File: src/rtl/uart_pkg.sv
// Shared definitions for the UART command front end.
//   SYNC_BYTE_DEF : default frame start marker
//   OP_W          : opcode width presented to the ALU
//   state_t       : command parser state encoding
package uart_pkg;

  localparam logic [7:0] SYNC_BYTE_DEF = 8'hA5;
  localparam int         OP_W          = 6;

  typedef enum logic [2:0] {
    ST_IDLE,
    ST_OPC,
    ST_OPA,
    ST_OPB,
    ST_CHK,
    ST_HOLD
  } state_t;

endpackage

File: src/rtl/uart_cmd_frontend_byte_fifo.sv
// Synchronous byte FIFO between the UART receiver and the command parser.
//   clk, reset : clock, asynchronous active-low reset (pointers/count only)
//   wr, din    : write strobe and byte; ignored when full unless rd also pops
//   rd         : pop the head byte; ignored when empty
//   dout       : head byte, shown combinationally
//   full/empty : occupancy flags
module byte_fifo #(
  parameter int DEPTH = 4
) (
  input  logic       clk,
  input  logic       reset,
  input  logic       wr,
  input  logic       rd,
  input  logic [7:0] din,
  output logic [7:0] dout,
  output logic       full,
  output logic       empty
);

  localparam int AW = $clog2(DEPTH);

  logic [7:0]  mem [DEPTH];
  logic [AW-1:0] wp;
  logic [AW-1:0] rp;
  logic [AW:0]   cnt;
  logic          do_wr;
  logic          do_rd;

  assign full  = (cnt == (AW+1)'(DEPTH));
  assign empty = (cnt == '0);
  assign dout  = mem[rp];

  // A pop frees the slot in the same cycle, so a full FIFO still accepts a
  // byte when it is popped simultaneously.
  assign do_rd = rd && !empty;
  assign do_wr = wr && (!full || do_rd);

  always_ff @(posedge clk or negedge reset) begin
    if (!reset) begin
      wp  <= '0;
      rp  <= '0;
      cnt <= '0;
    end else begin
      if (do_wr) wp <= wp + AW'(1);
      if (do_rd) rp <= rp + AW'(1);
      case ({do_wr, do_rd})
        2'b10:   cnt <= cnt + (AW+1)'(1);
        2'b01:   cnt <= cnt - (AW+1)'(1);
        default: cnt <= cnt;
      endcase
    end
  end

  always_ff @(posedge clk) begin
    if (do_wr) mem[wp] <= din;
  end

endmodule

File: src/rtl/uart_cmd_frontend.sv
// UART command front end: buffers received bytes and parses frames
//   SYNC, OPCODE, A[NB bytes, LSB first], B[NB bytes, LSB first], CHECKSUM
// where CHECKSUM is the XOR of opcode and operand bytes (sync excluded).
//   clk, reset            : clock, asynchronous active-low reset
//   rx_done_tick, rx_dout : byte strobe and byte from the UART receiver
//   op, a, b, cmd_valid   : validated command, held until cmd_ready
//   cmd_ready             : consumer accepts on cmd_valid && cmd_ready
//   err_chk/timeout/overflow : one-cycle error pulses
//   busy                  : parser is not in IDLE
module uart_cmd_frontend
  import uart_pkg::*;
#(
  parameter int         DATA_W      = 8,
  parameter int         FIFO_DEPTH  = 4,
  parameter logic [7:0] SYNC_BYTE   = SYNC_BYTE_DEF,
  parameter int         TIMEOUT_CYC = 1000
) (
  input  logic                     clk,
  input  logic                     reset,
  input  logic                     rx_done_tick,
  input  logic [7:0]               rx_dout,
  output logic signed [DATA_W-1:0] a,
  output logic signed [DATA_W-1:0] b,
  output logic [OP_W-1:0]          op,
  output logic                     cmd_valid,
  input  logic                     cmd_ready,
  output logic                     err_chk,
  output logic                     err_timeout,
  output logic                     err_overflow,
  output logic                     busy
);

  localparam int NB  = DATA_W / 8;
  localparam int BCW = (NB > 1) ? $clog2(NB) : 1;
  localparam int TCW = (TIMEOUT_CYC > 1) ? $clog2(TIMEOUT_CYC + 1) : 1;
  localparam logic [TCW-1:0] TMAX      = TCW'(TIMEOUT_CYC);
  localparam logic [BCW-1:0] BCNT_LAST = BCW'(NB - 1);

  state_t         state;
  state_t         state_n;
  logic [7:0]     rbyte;
  logic           fifo_full;
  logic           fifo_empty;
  logic           pop;
  logic           ovf;
  logic           tmo;
  logic           chk_bad;
  logic           in_frame;
  logic           bcnt_last;
  logic [7:0]     chk;
  logic [BCW-1:0] bcnt;
  logic [TCW-1:0] tcnt;

  byte_fifo #(
    .DEPTH (FIFO_DEPTH)
  ) u_fifo (
    .clk   (clk),
    .reset (reset),
    .wr    (rx_done_tick),
    .rd    (pop),
    .din   (rx_dout),
    .dout  (rbyte),
    .full  (fifo_full),
    .empty (fifo_empty)
  );

  assign pop       = !fifo_empty && (state != ST_HOLD);
  assign ovf       = rx_done_tick && fifo_full && !pop;
  assign in_frame  = (state == ST_OPC) || (state == ST_OPA) ||
                     (state == ST_OPB) || (state == ST_CHK);
  assign bcnt_last = (bcnt == BCNT_LAST);
  assign busy      = (state != ST_IDLE);

  // A byte popped in the same cycle the counter expires wins over the timeout.
  assign tmo = in_frame && !pop && (TIMEOUT_CYC != 0) && (tcnt == TMAX);

  always_ff @(posedge clk or negedge reset) begin
    if (!reset) state <= ST_IDLE;
    else        state <= state_n;
  end

  always_comb begin
    state_n = state;
    chk_bad = 1'b0;
    if (tmo) begin
      state_n = ST_IDLE;
    end else begin
      case (state)
        ST_IDLE: if (pop && rbyte == SYNC_BYTE) state_n = ST_OPC;
        ST_OPC:  if (pop) state_n = ST_OPA;
        ST_OPA:  if (pop && bcnt_last) state_n = ST_OPB;
        ST_OPB:  if (pop && bcnt_last) state_n = ST_CHK;
        ST_CHK: begin
          if (pop) begin
            if (rbyte == chk) begin
              state_n = ST_HOLD;
            end else begin
              state_n = ST_IDLE;
              chk_bad = 1'b1;
            end
          end
        end
        ST_HOLD: if (cmd_valid && cmd_ready) state_n = ST_IDLE;
        default: state_n = ST_IDLE;
      endcase
    end
  end

  always_ff @(posedge clk or negedge reset) begin
    if (!reset) begin
      op           <= '0;
      a            <= '0;
      b            <= '0;
      chk          <= '0;
      bcnt         <= '0;
      tcnt         <= '0;
      cmd_valid    <= 1'b0;
      err_chk      <= 1'b0;
      err_timeout  <= 1'b0;
      err_overflow <= 1'b0;
    end else begin
      err_chk      <= chk_bad;
      err_timeout  <= tmo;
      err_overflow <= ovf;

      // Inter-byte idle counter; saturates so a disabled timeout never wraps.
      if (!in_frame || pop)  tcnt <= '0;
      else if (tcnt != TMAX) tcnt <= tcnt + TCW'(1);

      if (pop) begin
        case (state)
          ST_IDLE: if (rbyte == SYNC_BYTE) chk <= '0;
          ST_OPC: begin
            op   <= rbyte[OP_W-1:0];
            chk  <= chk ^ rbyte;
            bcnt <= '0;
          end
          ST_OPA: begin
            a[8*int'(bcnt) +: 8] <= rbyte;
            chk  <= chk ^ rbyte;
            bcnt <= bcnt_last ? '0 : bcnt + BCW'(1);
          end
          ST_OPB: begin
            b[8*int'(bcnt) +: 8] <= rbyte;
            chk  <= chk ^ rbyte;
            bcnt <= bcnt_last ? '0 : bcnt + BCW'(1);
          end
          default: ;
        endcase
      end

      // cmd_valid rises one edge after entering HOLD and drops on acceptance.
      if (state == ST_HOLD) begin
        if (!cmd_valid)     cmd_valid <= 1'b1;
        else if (cmd_ready) cmd_valid <= 1'b0;
      end
    end
  end

endmodule

File: config.mk
export PLATFORM = sky130hd
export DESIGN_NAME = uart_cmd_frontend
export DESIGN_NICKNAME = d
export VERILOG_FILES = /design/src/rtl/uart_pkg.sv /design/src/rtl/uart_cmd_frontend_byte_fifo.sv /design/src/rtl/uart_cmd_frontend.sv
export SDC_FILE = /design/constraint.sdc
export NUM_CORES = 1
export LEC_CHECK = 0
export ABC_AREA = 1
export ABC_CLOCK_PERIOD_IN_PS = 3600
export BUFFER_PORTS_ARGS = -buffer_cell sky130_fd_sc_hd__buf_4
export CELL_PAD_IN_SITES_DETAIL_PLACEMENT = 1
export CELL_PAD_IN_SITES_GLOBAL_PLACEMENT = 1
export CORE_UTILIZATION = 49
export CTS_CLUSTER_SIZE = 12
export DETAILED_ROUTE_END_ITERATION = 8
export PLACE_DENSITY_LB_ADDON = 0.1
export SETUP_SLACK_MARGIN = 0.1
export SLEW_MARGIN = 15
export SYNTH_ARGS = -nofsm -noshare
export SYNTH_HDL_FRONTEND = slang
export SYNTH_HIERARCHICAL = 1
export SYNTH_SLANG_ARGS = --single-unit
File: constraint.sdc
create_clock -name clk -period 3.6 [get_ports clk]
set_input_delay 0.18 -clock clk [delete_from_list [all_inputs] [get_ports clk]]
set_output_delay 0.18 -clock clk [all_outputs]
set_load 0.005 [all_outputs]
==> results.sh, run 1 <==
export IMPL_start_util_pct=50.69
export IMPL_end_kind="flop"
export IMPL_dieArea_um2=8398
export IMPL_synth_cell_area_um2=3938
export IMPL_hp_start="rx_dout[4]"
export IMPL_post_cts_buffers=0
export IMPL_reg2reg_depth=11
export IMPL_syn_inst=415
export IMPL_fin_crit_sh_pct=63.29
export IMPL_comb_power_share_pct=45.4
export IMPL_drive_above_1_share_pct=19.91
export IMPL_row_count=32
export IMPL_grt_max_degree=55
export IMPL_cp_start_kind="flop"
export IMPL_clock_skew_final_ns=0.01050
export IMPL_final_cell_mix="nand2_1 (96), dfrtp_1 (54), inv_1 (46)"
export IMPL_hold_path_end="u_fifo/mem[1][4]"
export IMPL_maxSlewViolCount=0
export IMPL_grt_pass1_vias=3147
export IMPL_crit_arrival_ns=2.53
export IMPL_finalHoldViolCount=0
export IMPL_tightest_slew_ns=0.7418
export IMPL_switching_share_pct=43.83
export IMPL_clockRootBuffer="clkbuf_8"
export IMPL_totalWireLength_um=8982
export IMPL_p_sw_w=0.001800
export IMPL_setup_tns_ns=0
export IMPL_cts_sinks=86
export IMPL_antennaDiodeCount=0
export IMPL_r2r_end="chk[3]"
export IMPL_drcViolationCount=0
export IMPL_ys_types=33
export IMPL_cap_violations=0
export IMPL_hpwl_um=6723
export IMPL_fmax_mhz=438.9
export IMPL_max_vdd_ir_drop_mv=0.4104
export IMPL_die_w_um=91.64
export IMPL_num_fill_cells=903
export IMPL_reg2reg_slack_ns=1.32
export IMPL_synth_seq_cells=86
export IMPL_outcome="finished clean"
export IMPL_h_tree_depth=3
export IMPL_min_path_cells=1
export IMPL_antenna_found_initial=0
export IMPL_cts_tree="built"
export IMPL_final_common_cell="nand2_1"
export IMPL_hp_class="input port to flop"
export IMPL_die_y_um=91.64
export IMPL_grt_use_total_pct=23.94
export IMPL_cp_max_fo=18
export IMPL_critPathKind="flop to flop"
export IMPL_fin_crit_ns=2.279
export IMPL_required_ns=3.85
export IMPL_maxSlewHeadroom_pct=50.37
export IMPL_syn2layout_area_growth_pct=14.55
export IMPL_clk_pin_slew_ns=0.09
export IMPL_portBuffers=38
export IMPL_rsz0062_at_grt="false"
export IMPL_place_gp_congestion=0.9668
export IMPL_p_int_w=0.002307
export IMPL_wire_per_inst_um=15.93
export IMPL_syn_nets=434
export IMPL_routed_via_count=2957
export IMPL_cts_buffers=9
export IMPL_clkLatencyLatePin_ns=0.36
export IMPL_grt_pass1_wl_um=15240
export IMPL_cts_buffer_depth=2
export IMPL_drtAntennaViolNets=0
export IMPL_p_seq_share_pct=38.1
export IMPL_yosysWarnings=6
export IMPL_via_per_inst=5.243
export IMPL_seq_area_frac_synth_pct=58.72
export IMPL_first_pass_iters=4
export IMPL_postLayoutCoreUtil_pct=58.07
export IMPL_reg2reg_from="u_fifo/rp[0]"
export IMPL_core_area_um2=7767
export IMPL_leakage_nw=2.089
export IMPL_pwr_share_clk_pct=16.5
export IMPL_overflow=0
export IMPL_setup_viol=0
export IMPL_fin_nets=476
export IMPL_power_density_nw_per_um2=910.5
export IMPL_synth_avg_cell_area_um2=9.488
export IMPL_drtIter0Drc=80
export IMPL_top_level_ports=39
-- cells in the mapped netlist --
library cell | count | share of area, %
a21o_1 | 1 | 0.19
nor4_1 | 2 | 0.32
nand2_4 | 3 | 0.86
dfrtp_1 | 54 | 34
buf_4 | 1 | 0.19
a211oi_1 | 1 | 0.19
inv_1 | 46 | 4.4
nor2_4 | 1 | 0.29
nand3b_1 | 2 | 0.38
o21ai_2 | 8 | 1.8
buf_2 | 5 | 0.64
o21ai_1 | 17 | 2.2
nand3_1 | 18 | 2.3
nand2_1 | 96 | 9.2
xor2_1 | 4 | 0.89
nor2_2 | 2 | 0.32
inv_2 | 7 | 0.67
ha_1 | 6 | 1.9
buf_6 | 1 | 0.29
nand3b_2 | 1 | 0.29
o22ai_1 | 8 | 1.3
fa_1 | 1 | 0.51
o21ai_4 | 1 | 0.41
o21ai_0 | 26 | 3.3
nor3_1 | 3 | 0.38
clkbuf_1 | 1 | 0.095
nand3_2 | 2 | 0.51
edfxtp_1 | 32 | 24
nor2_1 | 42 | 4.0
nand4_1 | 2 | 0.32
nor3_2 | 2 | 0.51
nand2_2 | 12 | 1.9
a21oi_1 | 7 | 0.89
-- worst max-delay path: stages (launching register included) --
cell	delay, ns
dfrtp_1	0.66
inv_2	0.23
o21ai_0	0.23
o22ai_1	0.12
inv_1	0.16
nand2_1	0.08
nor2_1	0.15
nand2_1	0.11
nand2_4	0.09
nand2_4	0.15
nand2_1	0.14
o21ai_2	0.06
-- layer usage --
layer  GRT usage, %  wire (um)  vias up
met5              0          0        -
met4          10.19        167        0
met3          3.731        243       13
met2          42.17       4534       54
met1          29.15       4037     1467
li1               -          -     1423
-- how the worst max path moves through the flow --
| stage | cells past startpoint | startpoint | end |
|---|---|---|---|
| after floorplan | 11 | u_fifo/cnt[0] | u_fifo/cnt[1] |
| after global placement | 8 | u_fifo/cnt[0] | u_fifo/mem[3][1] |
| after detailed placement | 11 | u_fifo/rp[0] | chk[3] |
| after CTS | 11 | u_fifo/rp[0] | chk[3] |
| after global routing | 11 | u_fifo/rp[0] | chk[3] |
| final | 11 | u_fifo/rp[0] | chk[3] |
-- registers in the layout (all words and copies together) (netlist names), 2 cells and up --
signal / count
b: 8
state: 3
u_fifo/cnt: 3
chk: 8
u_fifo/wp: 2
tcnt: 10
u_fifo/rp: 2
u_fifo/mem: 32
a: 8
op: 6
-- cell type report --
| class | count | area [um2] | area share [%] |
|---|---|---|---|
| clock buffers | 10 | 127.6 | 2.829 |
| clock inverters | 6 | 70.07 | 1.553 |
| inverters | 53 | 198.9 | 4.411 |
| multi-input cells | 268 | 1379 | 30.57 |
| flip-flops and latches | 86 | 2312 | 51.26 |
| well taps | 102 | 127.6 | 2.829 |
| repair buffers | 39 | 295.3 | 6.546 |
-- cells by family after synthesis --
group | synth area share (%)
DFF | 58.72
buffers and inverters | 6.260
adders and majority gates | 2.415
and+or+nand+nor | 21.51
AOI/OAI and AO/OA | 10.20
xor gates and xnor gates | 0.8896
-- power groups by stage --
stage | clock (W) | combinational, W | sequential (W)
6_report | 0.000678 | 0.00187 | 0.00156
5_1_grt | 0.000727 | 0.00213 | 0.00160
4_1_cts | 0.000694 | 0.00190 | 0.00156
3_5_place_dp | 0 | 0.00188 | 0.00158
3_3_place_gp | 0 | 0.00179 | 0.00156
2_1_floorplan | 0 | 0.00134 | 0.00150
-- through the flow --
step / hold WS, ns / instance area (um2) / total power (W) / worst slack (ns) / cells
floorplan: -0.1156 / 3938 / 0.002848 / 1.744 / 415
global placement: 0.2709 / 4303 / 0.003351 / 1.415 / 547
detailed placement: 0.2729 / 4303 / 0.003461 / 1.346 / 547
CTS: 0.008022 / 4511 / 0.004153 / 1.338 / 564
global route: 0.007685 / 4511 / 0.004457 / 1.037 / 564
finish: 0.02283 / 4511 / 0.004107 / 1.321 / 564
-- timing repair --
action | in CTS | in global routing
hold endpoints to repair | 54 | 0
hold buffers | 1 | 0
resized for setup | 0 | 0
(Power assumes the default switching activity.)
==> inputs of run 2 (changes only) <==
--- a/config.mk
+++ b/config.mk
@@ -6,11 +6,11 @@
 export NUM_CORES = 1
 export LEC_CHECK = 0
 export ABC_AREA = 1
-export ABC_CLOCK_PERIOD_IN_PS = 3600
+export ABC_CLOCK_PERIOD_IN_PS = 2140
 export BUFFER_PORTS_ARGS = -buffer_cell sky130_fd_sc_hd__buf_4
 export CELL_PAD_IN_SITES_DETAIL_PLACEMENT = 1
 export CELL_PAD_IN_SITES_GLOBAL_PLACEMENT = 1
-export CORE_UTILIZATION = 49
+export CORE_UTILIZATION = 45
 export CTS_CLUSTER_SIZE = 12
 export DETAILED_ROUTE_END_ITERATION = 8
 export PLACE_DENSITY_LB_ADDON = 0.1
==> constraint.sdc (replaced) <==
create_clock -name clk -period 2.14 [get_ports clk]
set_input_delay 0.107 -clock clk [delete_from_list [all_inputs] [get_ports clk]]
set_output_delay 0.107 -clock clk [all_outputs]
set_load 0.005 [all_outputs]
==> results.sh, run 2 (synthesis gave the netlist of run 1 again) <==
export IMPL_setup_viol=0
export IMPL_grt_use_total_pct=21.76
export IMPL_cap_violations=0
export IMPL_critPathKind="flop to flop"
export IMPL_cp_slowest_cell="nor2_1"
export IMPL_outcome="finished clean"
export IMPL_fmax_mhz=506.5
export IMPL_leakage_nw=2.174
export IMPL_row_count=33
export IMPL_cpPeakStageDelay_ns=0.53
export IMPL_syn2layout_area_growth_pct=19.54
export IMPL_reg2reg_slack_ns=0.17
export IMPL_via_per_inst=5.137
export IMPL_core_area_um2=8341
export IMPL_hp_class="input port to flop"
export IMPL_cpMostUsedCell="inv_2"
export IMPL_wire_per_inst_um=15.76
export IMPL_busiest_layer="met2"
export IMPL_totalWireLength_um=9172
export IMPL_drive_above_1_share_pct=24.32
export IMPL_grt_pass1_wl_um=14810
export IMPL_clockRootBuffer="clkbuf_8"
export IMPL_fin_crit_ns=1.974
export IMPL_cp_start_kind="flop"
export IMPL_place_gp_congestion=0.7683
export IMPL_dieArea_um2=9128
export IMPL_r2r_end="u_fifo/mem[3][4]"
export IMPL_drcViolationCount=0
export IMPL_final_cell_mix="nand2_1 (96), dfrtp_1 (52), buf_4 (45)"
export IMPL_grt_max_degree=55
export IMPL_grt_pass1_vias=3066
export IMPL_final_common_cell="nand2_1"
export IMPL_die_w_um=95.54
export IMPL_max_vdd_ir_drop_mv=0.5901
export IMPL_gr_usage_met3_pct=4.067
export IMPL_start_util_pct=47.21
export IMPL_die_y_um=95.54
export IMPL_overflow=0
export IMPL_h_tree_depth=3
export IMPL_fin_crit_sh_pct=92.26
export IMPL_clock_skew_final_ns=0.01898
export IMPL_crit_arrival_ns=1.96
export IMPL_cts_buffer_depth=2
export IMPL_clkLatencyLatePin_ns=0.36
export IMPL_routed_via_count=2990
export IMPL_num_fill_cells=965
export IMPL_cts_sinks=86
export IMPL_maxSlewHeadroom_pct=51.84
export IMPL_path_buf_inv=3
export IMPL_cp_max_fo=8
export IMPL_top_regs="u_fifo/mem x32, tcnt x10"
export IMPL_end_kind="flop"
export IMPL_setup_tns_ns=0
export IMPL_hpwl_um=6757
export IMPL_antennaDiodeCount=0
export IMPL_cts_buffers=9
export IMPL_multi_input_area_um2=1419
export IMPL_postLayoutCoreUtil_pct=56.44
export IMPL_crit_chain="nor2_4, nand2_2, inv_1, inv_2, nand2_1, inv_2, o21ai_4, nor2_1"
export IMPL_tightest_slew_ns=0.7224
export IMPL_power_density_nw_per_um2=1533
export IMPL_largest_reg_flops=32
export IMPL_finalHoldViolCount=0
export IMPL_clk_pin_slew_ns=0.09
export IMPL_top_level_ports=39
export IMPL_min_path_cells=3
export IMPL_rsz0062_at_grt="true"
export IMPL_fin_nets=491
export IMPL_grt_use_met2_pct=36.90
export IMPL_portBuffers=38
export IMPL_register_area_um2=2315
export IMPL_drtIter0Drc=85
export IMPL_required_ns=2.13
export IMPL_drtAntennaViolNets=0
export IMPL_reg2reg_from="u_fifo/cnt[0]"
export IMPL_hp_start="rx_done_tick"
export IMPL_maxSlewViolCount=0
export IMPL_reg2reg_depth=8
export IMPL_path_delay_family="simple AND/OR/NAND/NOR gates"
export IMPL_grt_util_met1_pct=28.23
export IMPL_antenna_found_initial=0
export IMPL_cts_tree="built"
export IMPL_top_register="u_fifo/mem"
export IMPL_first_pass_iters=5
export IMPL_hold_path_end="err_overflow"
run 2: worst max path at each step:
stage,from,end,slack (ns),cells after the start
6_report,u_fifo/cnt[0],u_fifo/mem[3][4],0.17,8
5_1_grt,u_fifo/cnt[0],u_fifo/mem[0][7],0.05,8
4_1_cts,u_fifo/cnt[0],u_fifo/mem[2][5],0.06,8
3_5_place_dp,u_fifo/cnt[0],u_fifo/mem[1][1],0.01,8
3_3_place_gp,u_fifo/cnt[0],u_fifo/mem[2][3],0.16,8
2_1_floorplan,u_fifo/cnt[0],u_fifo/cnt[1],0.28,11
run 2: cell type report:
| class | count | area share [%] |
|---|---|---|
| Tap cell | 105 | 2.791 |
| Multi-Input combinational cell | 268 | 30.14 |
| Clock buffer | 9 | 2.632 |
| Sequential cell | 86 | 49.18 |
| Clock inverter | 7 | 1.887 |
| Inverter | 53 | 4.280 |
| Timing Repair Buffer | 54 | 9.091 |
run 2: per-stage QoR:
stage / worst slack [ns] / std cells / power (W) / hold WS, ns / instance area [um2]
final: 0.1656 / 582 / 0.007214 / 0.03460 / 4707
after global routing: 0.04557 / 582 / 0.007839 / 0.02482 / 4707
after CTS: 0.06124 / 579 / 0.007143 / 0.02130 / 4644
after detailed placement: 0.01362 / 554 / 0.005876 / 0.2106 / 4337
after global placement: 0.1627 / 554 / 0.005672 / 0.1971 / 4337
after floorplan: 0.2835 / 415 / 0.004791 / -0.1886 / 3938
run 2: routing by layer:
| layer | vias to the layer above | part of all wire, % |
|---|---|---|
| li1 | 1464 | - |
| met5 | - | 0 |
| met4 | 0 | 0.76 |
| met2 | 51 | 51 |
| met1 | 1469 | 46 |
| met3 | 6 | 3.0 |
run 2: repair_timing:
item / CTS / global route
setup buffers: 0 / 3
endpoints found under the setup margin: 42 / 38
hold buffers: 9 / 0
pin swaps: 0 / 1
gates resized for setup: 4 / 14
hold endpoints to repair: 86 / 0
run 2: where the power goes:
| part | internal [W] | switching (W) |
|---|---|---|
| sequential | 0.00225 | 0.000363 |
| combinational | 0.00124 | 0.00214 |
| clock | 0.000570 | 0.000649 |
| total | 0.00406 | 0.00315 |
run 2: worst register-to-register path: stages (launching register included):
cell and delay (ns):
dfrtp_1 0.42, nor2_4 0.07, nand2_2 0.10, inv_1 0.11, inv_2 0.10, nand2_1 0.06
inv_2 0.11, o21ai_4 0.11, nor2_1 0.54
==> inputs of run 3 (changes only) <==
--- a/config.mk
+++ b/config.mk
@@ -10,6 +10,7 @@
 export BUFFER_PORTS_ARGS = -buffer_cell sky130_fd_sc_hd__buf_4
 export CELL_PAD_IN_SITES_DETAIL_PLACEMENT = 1
 export CELL_PAD_IN_SITES_GLOBAL_PLACEMENT = 1
+export CORE_ASPECT_RATIO = 1.1
 export CORE_UTILIZATION = 45
 export CTS_CLUSTER_SIZE = 12
 export DETAILED_ROUTE_END_ITERATION = 8
==> results.sh, run 3 (synthesis gave the netlist of run 1 again) <==
export IMPL_outcome="finished clean"
export IMPL_cts_tree="built"
export IMPL_power_density_nw_per_um2=1504
export IMPL_cp_start_kind="flop"
export IMPL_largest_reg_flops=32
export IMPL_critPathKind="flop to flop"
export IMPL_placed_area_um2=4337
export IMPL_drtAntennaViolNets=0
export IMPL_cts_buffers=9
export IMPL_cpPeakStageDelay_ns=0.46
export IMPL_routed_via_count=2933
export IMPL_grt_pass1_wl_um=14530
export IMPL_row_count=35
export IMPL_fin_crit_sh_pct=89.23
export IMPL_setup_viol=0
export IMPL_cap_violations=0
export IMPL_top_level_ports=39
export IMPL_core_area_um2=8452
export IMPL_dieArea_um2=9129
export IMPL_via_per_inst=4.988
export IMPL_start_util_pct=46.59
export IMPL_drtIter0Drc=75
export IMPL_tightest_slew_ns=0.7369
export IMPL_grt_use_total_pct=20.69
export IMPL_final_common_cell="nand2_1"
export IMPL_clock_skew_final_ns=0.01237
export IMPL_drive_above_1_share_pct=23.90
export IMPL_portBuffers=38
export IMPL_die_y_um=100.1
export IMPL_fin_nets=491
export IMPL_cpMostUsedCell="nand2_1"
export IMPL_leakage_nw=2.173
export IMPL_overflow=0
export IMPL_end_kind="flop"
export IMPL_fmax_mhz=523.7
export IMPL_setup_tns_ns=0
export IMPL_top_register="u_fifo/mem"
export IMPL_hpwl_um=6518
export IMPL_required_ns=2.38
export IMPL_crit_chain="buf_4, o21ai_1, o22ai_1, inv_1, nand2_1, nor2_1, nand2_1, nand2_4, nand2_4, nand2_1, o21ai_2"
export IMPL_hp_class="input port to flop"
export IMPL_cts_sinks=86
export IMPL_antennaDiodeCount=0
export IMPL_grt_pass1_vias=2937
export IMPL_totalWireLength_um=8852
export IMPL_grt_max_degree=55
export IMPL_final_cell_mix="nand2_1 (96), dfrtp_1 (52), buf_4 (44)"
export IMPL_top_regs="u_fifo/mem x32, tcnt x10"
export IMPL_worstSetupStartpoint="u_fifo/rp[0]"
export IMPL_fin_area_um2=4706
export IMPL_clkLatencyLatePin_ns=0.36
export IMPL_wire_per_inst_um=15.05
export IMPL_syn2layout_area_growth_pct=19.51
export IMPL_rsz0062_at_grt="true"
export IMPL_hp_start="rx_done_tick"
export IMPL_clockRootBuffer="clkbuf_8"
export IMPL_antenna_found_initial=0
export IMPL_finalHoldViolCount=0
export IMPL_cp_slowest_cell="dfrtp_2"
export IMPL_cts_buffer_depth=2
export IMPL_first_pass_iters=4
export IMPL_maxSlewHeadroom_pct=50.87
export IMPL_maxSlewViolCount=0
export IMPL_drcViolationCount=0
export IMPL_cp_max_fo=16
export IMPL_fin_crit_ns=1.910
export IMPL_h_tree_depth=3
export IMPL_crit_arrival_ns=2.14
export IMPL_die_w_um=91.19
export IMPL_reg2reg_from="u_fifo/rp[0]"
export IMPL_clk_pin_slew_ns=0.08
export IMPL_place_gp_congestion=0.9214
export IMPL_max_vdd_ir_drop_mv=0.6624
-- run 3: path summary, 6_finish.rpt --
kind	end	slack [ns]	cells after the start
max	chk[7]	0.23	11
min	err_overflow	0.03	3
max reg2reg	chk[7]	0.23	11
min reg2reg	op[5]	0.50	2
max in group asynchronous	u_fifo/rp[0]	1.25	2
min in group asynchronous	a[1]	0.33	2
-- run 3: through the flow --
stage	power (W)	setup WS, ns	utilization (%)	std cells	hold slack [ns]
after CTS	0.007042	0.1243	54.88	584	0.009572
after global placement	0.005660	0.1389	51.31	559	0.2016
final	0.007075	0.2304	55.68	588	0.03364
after global routing	0.007660	0.06524	55.68	588	0.02326
after detailed placement	0.005828	0.03395	51.31	559	0.2113
after floorplan	0.004791	0.2835	-	415	-0.1886
-- run 3: final cells by class --
class                      count  area (um2)
fill                         974        3746
sequential                    86        2315
multi-input combinational    268        1418
timing repair buffer          54       425.4
inverter                      53       203.9
tap                          111       138.9
clock buffer                  10       137.6
clock inverter                 6       67.56
-- run 3: critical path: cells and delay by family, from the launching register on --
| kind | cells | cell delay, ns |
|---|---|---|
| and+or+nand+nor | 6 | 0.67 |
| DFF | 1 | 0.46 |
| buffers and inverters | 2 | 0.29 |
| AOI/OAI and AO/OA | 3 | 0.38 |
-- run 3: metal layers --
layer | GRT usage (%) | share of wire, %
met5 | 0 | 0
met4 | 8.547 | 2.0
met3 | 3.333 | 2.4
met2 | 34.91 | 50
met1 | 26.76 | 46
-- run 3: where the power goes --
part	switching, W	internal [W]	total (W)
logic	0.00209	0.00124	0.00332
registers	0.000347	0.00225	0.00259
clock network	0.000582	0.000577	0.00116
-- run 3: repair_timing --
action | CTS | global route
gates cloned | 0 | 0
buffers inserted | 0 | 4
hold endpoints to repair | 86 | 0
hold buffers | 9 | 0
setup endpoints to repair | 37 | 38
resized for setup | 6 | 14
